File: src/rtl/regfile_param.sv
// Parameterised register file: two registered read ports, one write port, and a
// self-clearing reset sequence. Define REGFILE_BYPASS_EN for write-to-read forwarding.
module regfile_param #(
  parameter int DATA_WIDTH = 32,
  parameter int ADDR_WIDTH = 5,
  parameter int ZERO_REG   = 1
) (
  input  logic                  clk,
  input  logic                  rst,
  input  logic                  rd_we,
  input  logic [ADDR_WIDTH-1:0] rd_addr,
  input  logic [DATA_WIDTH-1:0] rd_data,
  input  logic [ADDR_WIDTH-1:0] rs1_addr,
  input  logic [ADDR_WIDTH-1:0] rs2_addr,
  input  logic                  stall,
  output logic [DATA_WIDTH-1:0] rs1_data,
  output logic [DATA_WIDTH-1:0] rs2_data,
  output logic                  busy
);

  localparam int DEPTH = 2 ** ADDR_WIDTH;

  typedef enum logic {IDLE, CLEAR} state_t;

  state_t                state;
  state_t                next_state;
  logic [ADDR_WIDTH-1:0] clr_cnt;
  logic [ADDR_WIDTH-1:0] next_cnt;
  logic [DATA_WIDTH-1:0] mem [DEPTH];
  logic                  wr_en;
  logic                  clr_en;
  logic [DATA_WIDTH-1:0] rd1_val;
  logic [DATA_WIDTH-1:0] rd2_val;

  // Reset restarts the clear sequence from entry 0, even mid-clear.
  always_ff @(posedge clk) begin
    if (rst) begin
      state   <= CLEAR;
      clr_cnt <= '0;
    end else begin
      state   <= next_state;
      clr_cnt <= next_cnt;
    end
  end

  always_comb begin
    next_state = state;
    next_cnt   = clr_cnt;
    if (state == CLEAR) begin
      next_cnt = clr_cnt + 1'b1;
      if (clr_cnt == {ADDR_WIDTH{1'b1}}) begin
        next_state = IDLE;
      end
    end
  end

  always_comb begin
    busy   = (state == CLEAR);
    clr_en = (state == CLEAR) && !rst;
    wr_en  = rd_we && !rst && (state == IDLE)
             && !((ZERO_REG != 0) && (rd_addr == '0));
  end

  // The array itself is never reset; the clear sequence defines its contents.
  always_ff @(posedge clk) begin
    if (clr_en) begin
      mem[clr_cnt] <= '0;
    end else if (wr_en) begin
      mem[rd_addr] <= rd_data;
    end
  end

  always_comb begin
    rd1_val = mem[rs1_addr];
    rd2_val = mem[rs2_addr];
`ifdef REGFILE_BYPASS_EN
    if (wr_en && (rd_addr == rs1_addr)) begin
      rd1_val = rd_data;
    end
    if (wr_en && (rd_addr == rs2_addr)) begin
      rd2_val = rd_data;
    end
`endif
    if ((ZERO_REG != 0) && (rs1_addr == '0)) begin
      rd1_val = '0;
    end
    if ((ZERO_REG != 0) && (rs2_addr == '0)) begin
      rd2_val = '0;
    end
  end

  always_ff @(posedge clk) begin
    if (rst || busy) begin
      rs1_data <= '0;
      rs2_data <= '0;
    end else if (!stall) begin
      rs1_data <= rd1_val;
      rs2_data <= rd2_val;
    end
  end

endmodule

File: config.mk
export PLATFORM = sky130hd
export DESIGN_NAME = regfile_param
export DESIGN_NICKNAME = d
export VERILOG_FILES = /design/src/rtl/regfile_param.sv
export SDC_FILE = /design/constraint.sdc
export NUM_CORES = 1
export LEC_CHECK = 0
export CAP_MARGIN = 20
export CORE_MARGIN = 1.5
export CORE_UTILIZATION = 30
export CTS_BUF_LIST = sky130_fd_sc_hd__clkbuf_8
export DETAILED_ROUTE_END_ITERATION = 12
export PLACE_DENSITY = 0.56
export SLEW_MARGIN = 30
export SYNTH_ARGS = -nofsm -noshare
export SYNTH_HDL_FRONTEND = slang
export SYNTH_SLANG_ARGS = --single-unit
File: constraint.sdc
create_clock -name clk -period 7.2 [get_ports clk]
set_input_delay 2.16 -clock clk [delete_from_list [all_inputs] [get_ports clk]]
set_output_delay 2.16 -clock clk [all_outputs]
set_load 0.02 [all_outputs]
# --- Word level (Yosys, flattened, before mapping) ---
# Memory sizes are Yosys's and may differ from the RTL's.
# Cells that the tools add are included.
totals:
  register_bits: 70
  romBits: 0
  output_inout_bits: 65
  input_bits: 51
  latch_bits: 0
  memories: 1
  elab_cells: 31
  ram_bits: 1024
classes:
  n_eq_ne: 1
  n_bitwise: 1
  n_lt_le_gt_ge: 0
  shifts: 0
  add_sub_neg: 1
  muxes: 12
  div: 0
  reduce_logical: 11
  multipliers: 0
mem_list:
  columns: ["name", "words", "word_bits", "read_ports", "rd_clocked_by_memory_dff", "write_ports", "line", "rtl"]
  rows:
  - ["mem", 32, 32, 2, 0, 1, "29", "logic [DATA_WIDTH-1:0] mem [DEPTH];"]
ops:
  columns: ["cell", "n"]
  rows:
  - ["32-bit 2-to-1 mux", 3]
  - ["32-bit OR reduction", 1]
  - ["5-bit zero test", 3]
  - ["1-bit 2-to-1 mux", 8]
  - ["5-bit by 1-bit adder with 5-bit output, second input constant", 1]
  - ["5-bit equality test, second input constant", 1]
  - ["5-bit 2-to-1 mux", 1]
  - ["1-bit logical AND", 4]
  - ["1-bit zero test", 2]
  - ["1-bit logical OR", 1]
  - ["1-bit NOT", 1]

# --- Depth between registers and ports, before layout ---
depth:
  word_depth: 9
  ltp_mapped: 9
  mapped_depth_nobuf: 5

# --- Least setup slack after synthesis ---
# OpenSTA, ideal clock, no wires.
synth_path:
  path_kind: "input to register"
  start: "input port rst"
  end: "memory mem[0][0] (enable)"
  slack_ns: 2.180
  arrival_ns: 4.599
  stages: 5
  setup_time_ns: 0.421
  required_ns: 6.779
  path_buffers: 0
  cell_sequence: "or3b_2 a21o_1 a22oi_1 o21ai_0 nor2_1"
synth_via:
  elab_chain_len: 9
  elab_cells_between_ends: 13
  classes_between: "mux: 7; reduce/logical: 6"
synth_rtl:
  columns: ["item", "line", "rtl"]
  rows:
  - ["from (decl)", "9", "input logic rst,"]
  - ["1-bit zero test (*)", "59, 60", null]
  - ["1-bit logical AND (2 in a row)", "60", "wr_en = rd_we && !rst && (state == IDLE)"]
  - ["1-bit logical AND", "61", "&& !((ZERO_REG != 0) && (rd_addr == '0));"]
  - ["1-bit 2-to-1 mux", "68", "end else if (wr_en) begin"]
  - ["1-bit 2-to-1 mux", "66", "if (clr_en) begin"]
  - ["1-bit 2-to-1 mux (implied by the code)", "69", "mem[rd_addr] <= rd_data;"]
  - ["32-bit OR reduction (no source line)", null, null]
  - ["5-bit 2-to-1 mux (no source line) / 1-bit 2-to-1 mux (equally long branches)", null, null]
  - ["to (decl)", "29", null]
# Every way passes the cells marked *; elsewhere a longest branch is shown, timed or not.

# --- Worst setup path in the final report ---
layout_path:
  start: "input port rst"
  end: "memory mem[2][24] (enable)"
# The elaborated chain is that of the path after synthesis.

==> reports/qor.csv <==
stage;metric;value;unit
setup_path;Worst Path Buf+Inv;3;
timing;final setup fails;0;
setup_path;crit path DAT;5.49;ns
setup_path;Req. time, crit path;7.74;ns
layout;final non-filler cell total;5189;
timing;Slew Viols, Final;0;
yosys;Mean Syn Cell Area;18.7;um2
global_route;vias in the first global route;29500;
setup_path;Worst Setup Path Type;input port to register;
layout;# nets final;2897;
setup_path;CP startpoint kind;input port;
setup_path;Worst path top cell family by delay;simple AND/OR/NAND/NOR gates;
cts;CTS tree;done;
cts;CTS Hold Bufs;0;
yosys;flops & latches, synth;1094;
route;TritonRoute pass-1 iters;5;
setup_path;RR Startpoint;busy$_SDFF_PP1_;
timing;fmax;0.202;GHz
place;gpl congestion;0.840;
global_route;total gr overflow;0;
status;status;completed;
setup_path;setup slack, reg-to-reg;3.78;ns
floorplanning;I/O pins;116;
place;instance area after placement;0.0539;mm2
power_and_ir_drop;leakage power;16.6;nW
place;Placed Instances;4845;
layout;leading cell types in the layout, fill and taps excluded;edfxtp_1 (1024), mux4_2 (418), clkbuf_8 (208), mux2_2 (130), o22ai_1 (113);
route;vias;29400;
route;initial DRC count;3692;
setup_path;Worst setup startpoint;rst;
setup_path;cell mode on critical path;buf_4;
layout;final instance area;0.0575;mm2
route;WL final;165;mm
floorplanning;initial core utilization;30.1;%
timing;setup TNS;0;ns
route;drt drc;0;
cts;clock-pin slew on the worst setup and hold paths;0.06;ns
timing;crit share post-route;68.9;%
setup_path;worst r2r dst;mem[2][24]$_DFFE_PP_;
yosys;Main synth FF type;edfxtp_1;
cts;H-tree Lvls;4;
setup_path;critical-path maximum fanout;17;
yosys;Syn Nets;2706;
layout;synthesis-to-finish area growth;15.9;%
global_route;first-pass GRT wire length;230;mm
layout;fin util;34.9;%
run;maximum capacitance violations;0;
timing;Fin. Hold Viols;0;
cts;Num Clock Sinks;1094;
route;routed len/inst;31.8;um
timing;Slew @ Worst Pin;1.08;ns
setup_path;critical path's slowest cell;nor2_4;
power_and_ir_drop;power density cells;229;mW/mm2
yosys;YS warnings;0;
yosys;sequential area share after synthesis;64.8;%
setup_path;Setup crit end;mem[2][24]$_DFFE_PP_;
cts;CTS buffer count;186;
layout;commonest non-fill, non-tap cell in the layout;edfxtp_1;
floorplanning;row count;149;
global_route;Total Routing Usage GR;19.4;%
cts;Root Driver;clkbuf_8;
yosys;Syn Inst Count;2653;
global_route;pin count of the biggest net entering global routing;148;
floorplanning;Die Y;410;um
place;I/O Buffers;115;
yosys;number of synthesized flops with an enable pin;1024;
layout;share of post-route cells with drive strength above 1;32.8;%
cts;Setup Fix Bufs, Post-CTS;0;
floorplanning;full die area;0.168;mm2
route;ANT nets after route;0;
timing;Slew headroom;27.9;%
timing;Period minus WS final;4.96;ns
yosys;mapped cell area;0.0496;mm2
power_and_ir_drop;Power Total;13.2;mW
setup_path;CP max stage delay;0.78;ns
cts;CTS resizes;0;
cts;Max clock buf depth;3;
min_path;hold_sp;rs2_data[6]$_SDFFE_PP0N_;
timing;Fin Clk Skew;0.0479;ns
setup_path;Setup crit end kind;register;
yosys;Async S/R FF share, synth;0;%
cts;clk_lat worst skew;0.87;ns
route;vias per inst;5.67;
yosys;Unique masters post-synth;62;
place;dpl hpwl;104;mm
power_and_ir_drop;maximum vdd drop;0.181;mV
setup_path;critical path depth;8;
timing;RSZ-0062 raised after global routing;no;
global_route;antenna violations before repair;11;
min_path;Hold/Removal Path Class;register to register;
setup_path;Reg2Reg Depth;7;
floorplanning;Die W;410;um
floorplanning;area of the core;0.165;mm2
setup_path;critical path cell sequence;clkdlybuf4s50_1, or3b_2, a21o_1, a22oi_1, o21ai_0, buf_4, nor2_4, buf_4;
-- kinds of logic (layout without fill, tap and decap cells) --
group           Yosys count  count (layout)  synth area share [%]
compound gates          411             411                  6.17
xor+xnor                  3               3                0.0530
fa+ha+maj                 2               2                0.0504
buf+inv                 217             563                  2.29
flops                  1094            1094                  64.8
mux                     636             636                  23.7
other cells               0               1                     0
simple gates            290             290                  2.96
-- power breakdown --
part / internal, mW / switching [mW]
Clock: 2.86 / 2.58
Combinational: 0.341 / 0.473
Sequential: 6.90 / 0.0200
Total: 10.1 / 3.08
-- worst min-delay path by stage --
stage                                      endpoint  slack [ns]  depth (start not counted)
after global routing       rs2_data[6]$_SDFFE_PP0N_        0.54                          2
after floorplan             clr_cnt[0]$_SDFFE_PP0P_        0.54                          2
after detailed placement  rs2_data[14]$_SDFFE_PP0N_        0.49                          2
after CTS                 rs2_data[14]$_SDFFE_PP0N_        0.51                          2
final                      rs2_data[6]$_SDFFE_PP0N_        0.51                          2
after global placement    rs2_data[12]$_SDFFE_PP0N_        0.49                          2
-- synth_stat cells, types with 4 or more instances --
cell type | number | share of area (%)
o31ai_1 | 11 | 0.17
dfxtp_1 | 70 | 2.8
mux4_2 | 418 | 19
o22ai_1 | 113 | 1.4
nor2_1 | 69 | 0.52
a21oi_1 | 31 | 0.31
nor2b_1 | 14 | 0.18
or3_1 | 23 | 0.29
a22oi_1 | 18 | 0.27
nand3_1 | 28 | 0.28
mux2i_1 | 88 | 1.8
o211ai_1 | 24 | 0.36
o22a_1 | 33 | 0.58
nand3b_1 | 4 | 0.061
buf_4 | 31 | 0.47
a32oi_1 | 8 | 0.14
nand2b_1 | 5 | 0.063
buf_1 | 8 | 0.061
a311oi_1 | 23 | 0.41
buf_6 | 15 | 0.34
a221oi_1 | 6 | 0.11
o211a_1 | 10 | 0.20
o21ai_0 | 4 | 0.040
nand2_1 | 81 | 0.61
and2_1 | 33 | 0.42
nor3_1 | 5 | 0.050
edfxtp_1 | 1024 | 62
mux2_2 | 130 | 2.9
buf_2 | 74 | 0.75
a22o_1 | 48 | 0.85
o2111ai_1 | 24 | 0.42
inv_1 | 5 | 0.038
a211oi_1 | 47 | 0.71
clkbuf_1 | 84 | 0.64
-- stage by stage --
step | hold slack, ns | worst slack, ns
2_1_floorplan | 0.537 | 2.18
5_1_grt | 0.536 | 2.14
3_3_place_gp | 0.486 | 1.46
6_report | 0.506 | 2.24
4_1_cts | 0.506 | 2.38
3_5_place_dp | 0.492 | 1.45
-- layout make-up --
cell class | instances | area (um2)
Sequential cell | 1094 | 32200
Tap cell | 2189 | 2740
Fill cell | 15400 | 107000
Inverter | 5 | 18.8
Timing Repair Buffer | 215 | 2230
Clock inverter | 136 | 777
Clock buffer | 207 | 2850
Multi-Input combinational cell | 1342 | 16700
Antenna cell | 1 | 2.50
-- tightest hold or removal path: cells and delay by family, from the launching register on --
family         cells  cell delay (ns)
flip-flops         1             0.34
AO/OA/AOI/OAI      2             0.14
-- sequential cells by signal (all words and copies together) (netlist names) --
name,flops
mem,1024
rs2_data,32
rs1_data,32
clr_cnt,5
busy,1
-- metal layers --
metal | wire, um | track usage [%]
met5 | 10 | 0
met4 | 5560 | 6.75
met3 | 13500 | 3.84
met2 | 74800 | 29.4
met1 | 71000 | 27.7
No activity file was read; power rests on OpenSTA's default activity.
==> RTL change, RTL diff (same settings) <==
Make the reset (`rst`) asynchronous in one clocked block.
--- a/src/rtl/regfile_param.sv
+++ b/src/rtl/regfile_param.sv
@@ -33,7 +33,7 @@
   logic [DATA_WIDTH-1:0] rd2_val;
 
   // Reset restarts the clear sequence from entry 0, even mid-clear.
-  always_ff @(posedge clk) begin
+  always_ff @(posedge clk or posedge rst) begin
     if (rst) begin
       state   <= CLEAR;
       clr_cnt <= '0;
Check against the original RTL: not settled (the Yosys comparison gave no result); the edit may change what the design does.
==> RTL change against the unedited design <==
  * Non-clock buffer count up 1
  * Worst setup slack better by 49 ps
  * Synthesized area about the same
  * Wire length is 4.1% higher
  * Cell count shrank 0.23%
  * Sequential cell count did not move
  * Via count rose by 0.43%
  * Sequential share of layout area rose by 0.19 points
  * Final area is 0.24% lower
  * Power rose by 1.8%
  * Critical path type unchanged
  * Critical endpoint is now mem[30][5]
==> RTL change: results (changes against the unedited design) <==
| Metric | Value |
|---|---|
| Status | complete, no violations |
| Syn_nets | 2,693 (-0.48%) |
| Clock Buffer Count | 201 (-2.9%) |
| Hold path start | clr_cnt[2] |
| GRT Overall Usage | 20.2% (+0.81 points) |
| Multi-input gate share of total cell area | 29.1% (about the same) |
| Final RePlAce weighted congestion | 0.817 (-2.8%) |
| Drt via density | 5.70 (+0.66%) |
| Placed insts | 4,831 (-0.29%) |
| # nets final | 2,881 (-0.55%) |
| Fillers | 15,500 (+0.81%) |
| Final clock-cell share | 6.14% (-0.17 points) |
| Worst R2R End | mem[30][5] |
| Die area | 168,000 um2 (about the same) |
| Worst hold endpoint | clr_cnt[2] |
| DRT iter0 DRCs | 3,515 (-4.8%) |
| Reg2reg start | busy |
| Share of cells above drive strength 1 | 33.1% (+0.32 points) |
| Worst Hold Slack | 578 ps (+72.5 ps) |
| Slew HR | 33.0% (+5.1 points) |
| Synth Area in Adders | 0.0504% (about the same) |
| Final non-filler cell total | 5,177 (-0.23%) |
| Sw Ratio | 24.3% (+0.94 points) |
| Final core utilization | 34.8% (-0.085 points) |
| Synth area leaders | edfxtp_1, mux4_2, mux2_2 |
| Antenna Cells | 3 (+2) |
| P_sw | 3.26 mW (+5.9%) |
| Non-clock buffer count | 216 (+0.47%) |
| Pre-CTS setup slack | 1380 ps (-76.5 ps) |
| Worst vdd ir | 0.000210 V (+16%) |
| Post-detail-place hpwl | 103,000 um (-1.2%) |
| Worst Skew | 40.0 ps (-7.87 ps) |
| Sequential element share of the synthesized area | 64.9% (+0.079 points) |
| CP max stage delay | 810 ps (+30 ps) |
-- RTL change: cell count changes in the layout (fill, tap and decap cells not counted), sizes merged, moves of 22 or more --
cell    change
a21oi      -28
a311oi     -23
o211ai     -24
o221ai     +32
a31oi      +23
a32oi      +27
or3        -22
o21ai      +33
a22oi      +46
o211a      +22
nand2      +28
nand3      -26
a22o       -47
-- RTL change: how the worst max path moves through the flow --
stage | slack (ps) | from | endpoint
final | 2290 | rd_addr[4] | mem[30][5]
after detailed placement | 1380 | rd_addr[4] | mem[30][5]
after floorplan | 2090 | rd_addr[4] | mem[20][0]
after global placement | 1470 | rd_addr[0] | mem[30][5]
after CTS | 2270 | rd_addr[4] | mem[30][5]
after global routing | 2150 | rst | mem[30][5]
-- RTL change: layer usage --
layer | vias up | track usage [%] | wire length (um)
met2 | 1569 | 32.9 | 82100
met1 | 15900 | 27.0 | 69200
met4 | 0 | 7.23 | 6190
met3 | 323 | 3.64 | 14100
met5 | - | 0 | 0
li1 | 11800 | - | -
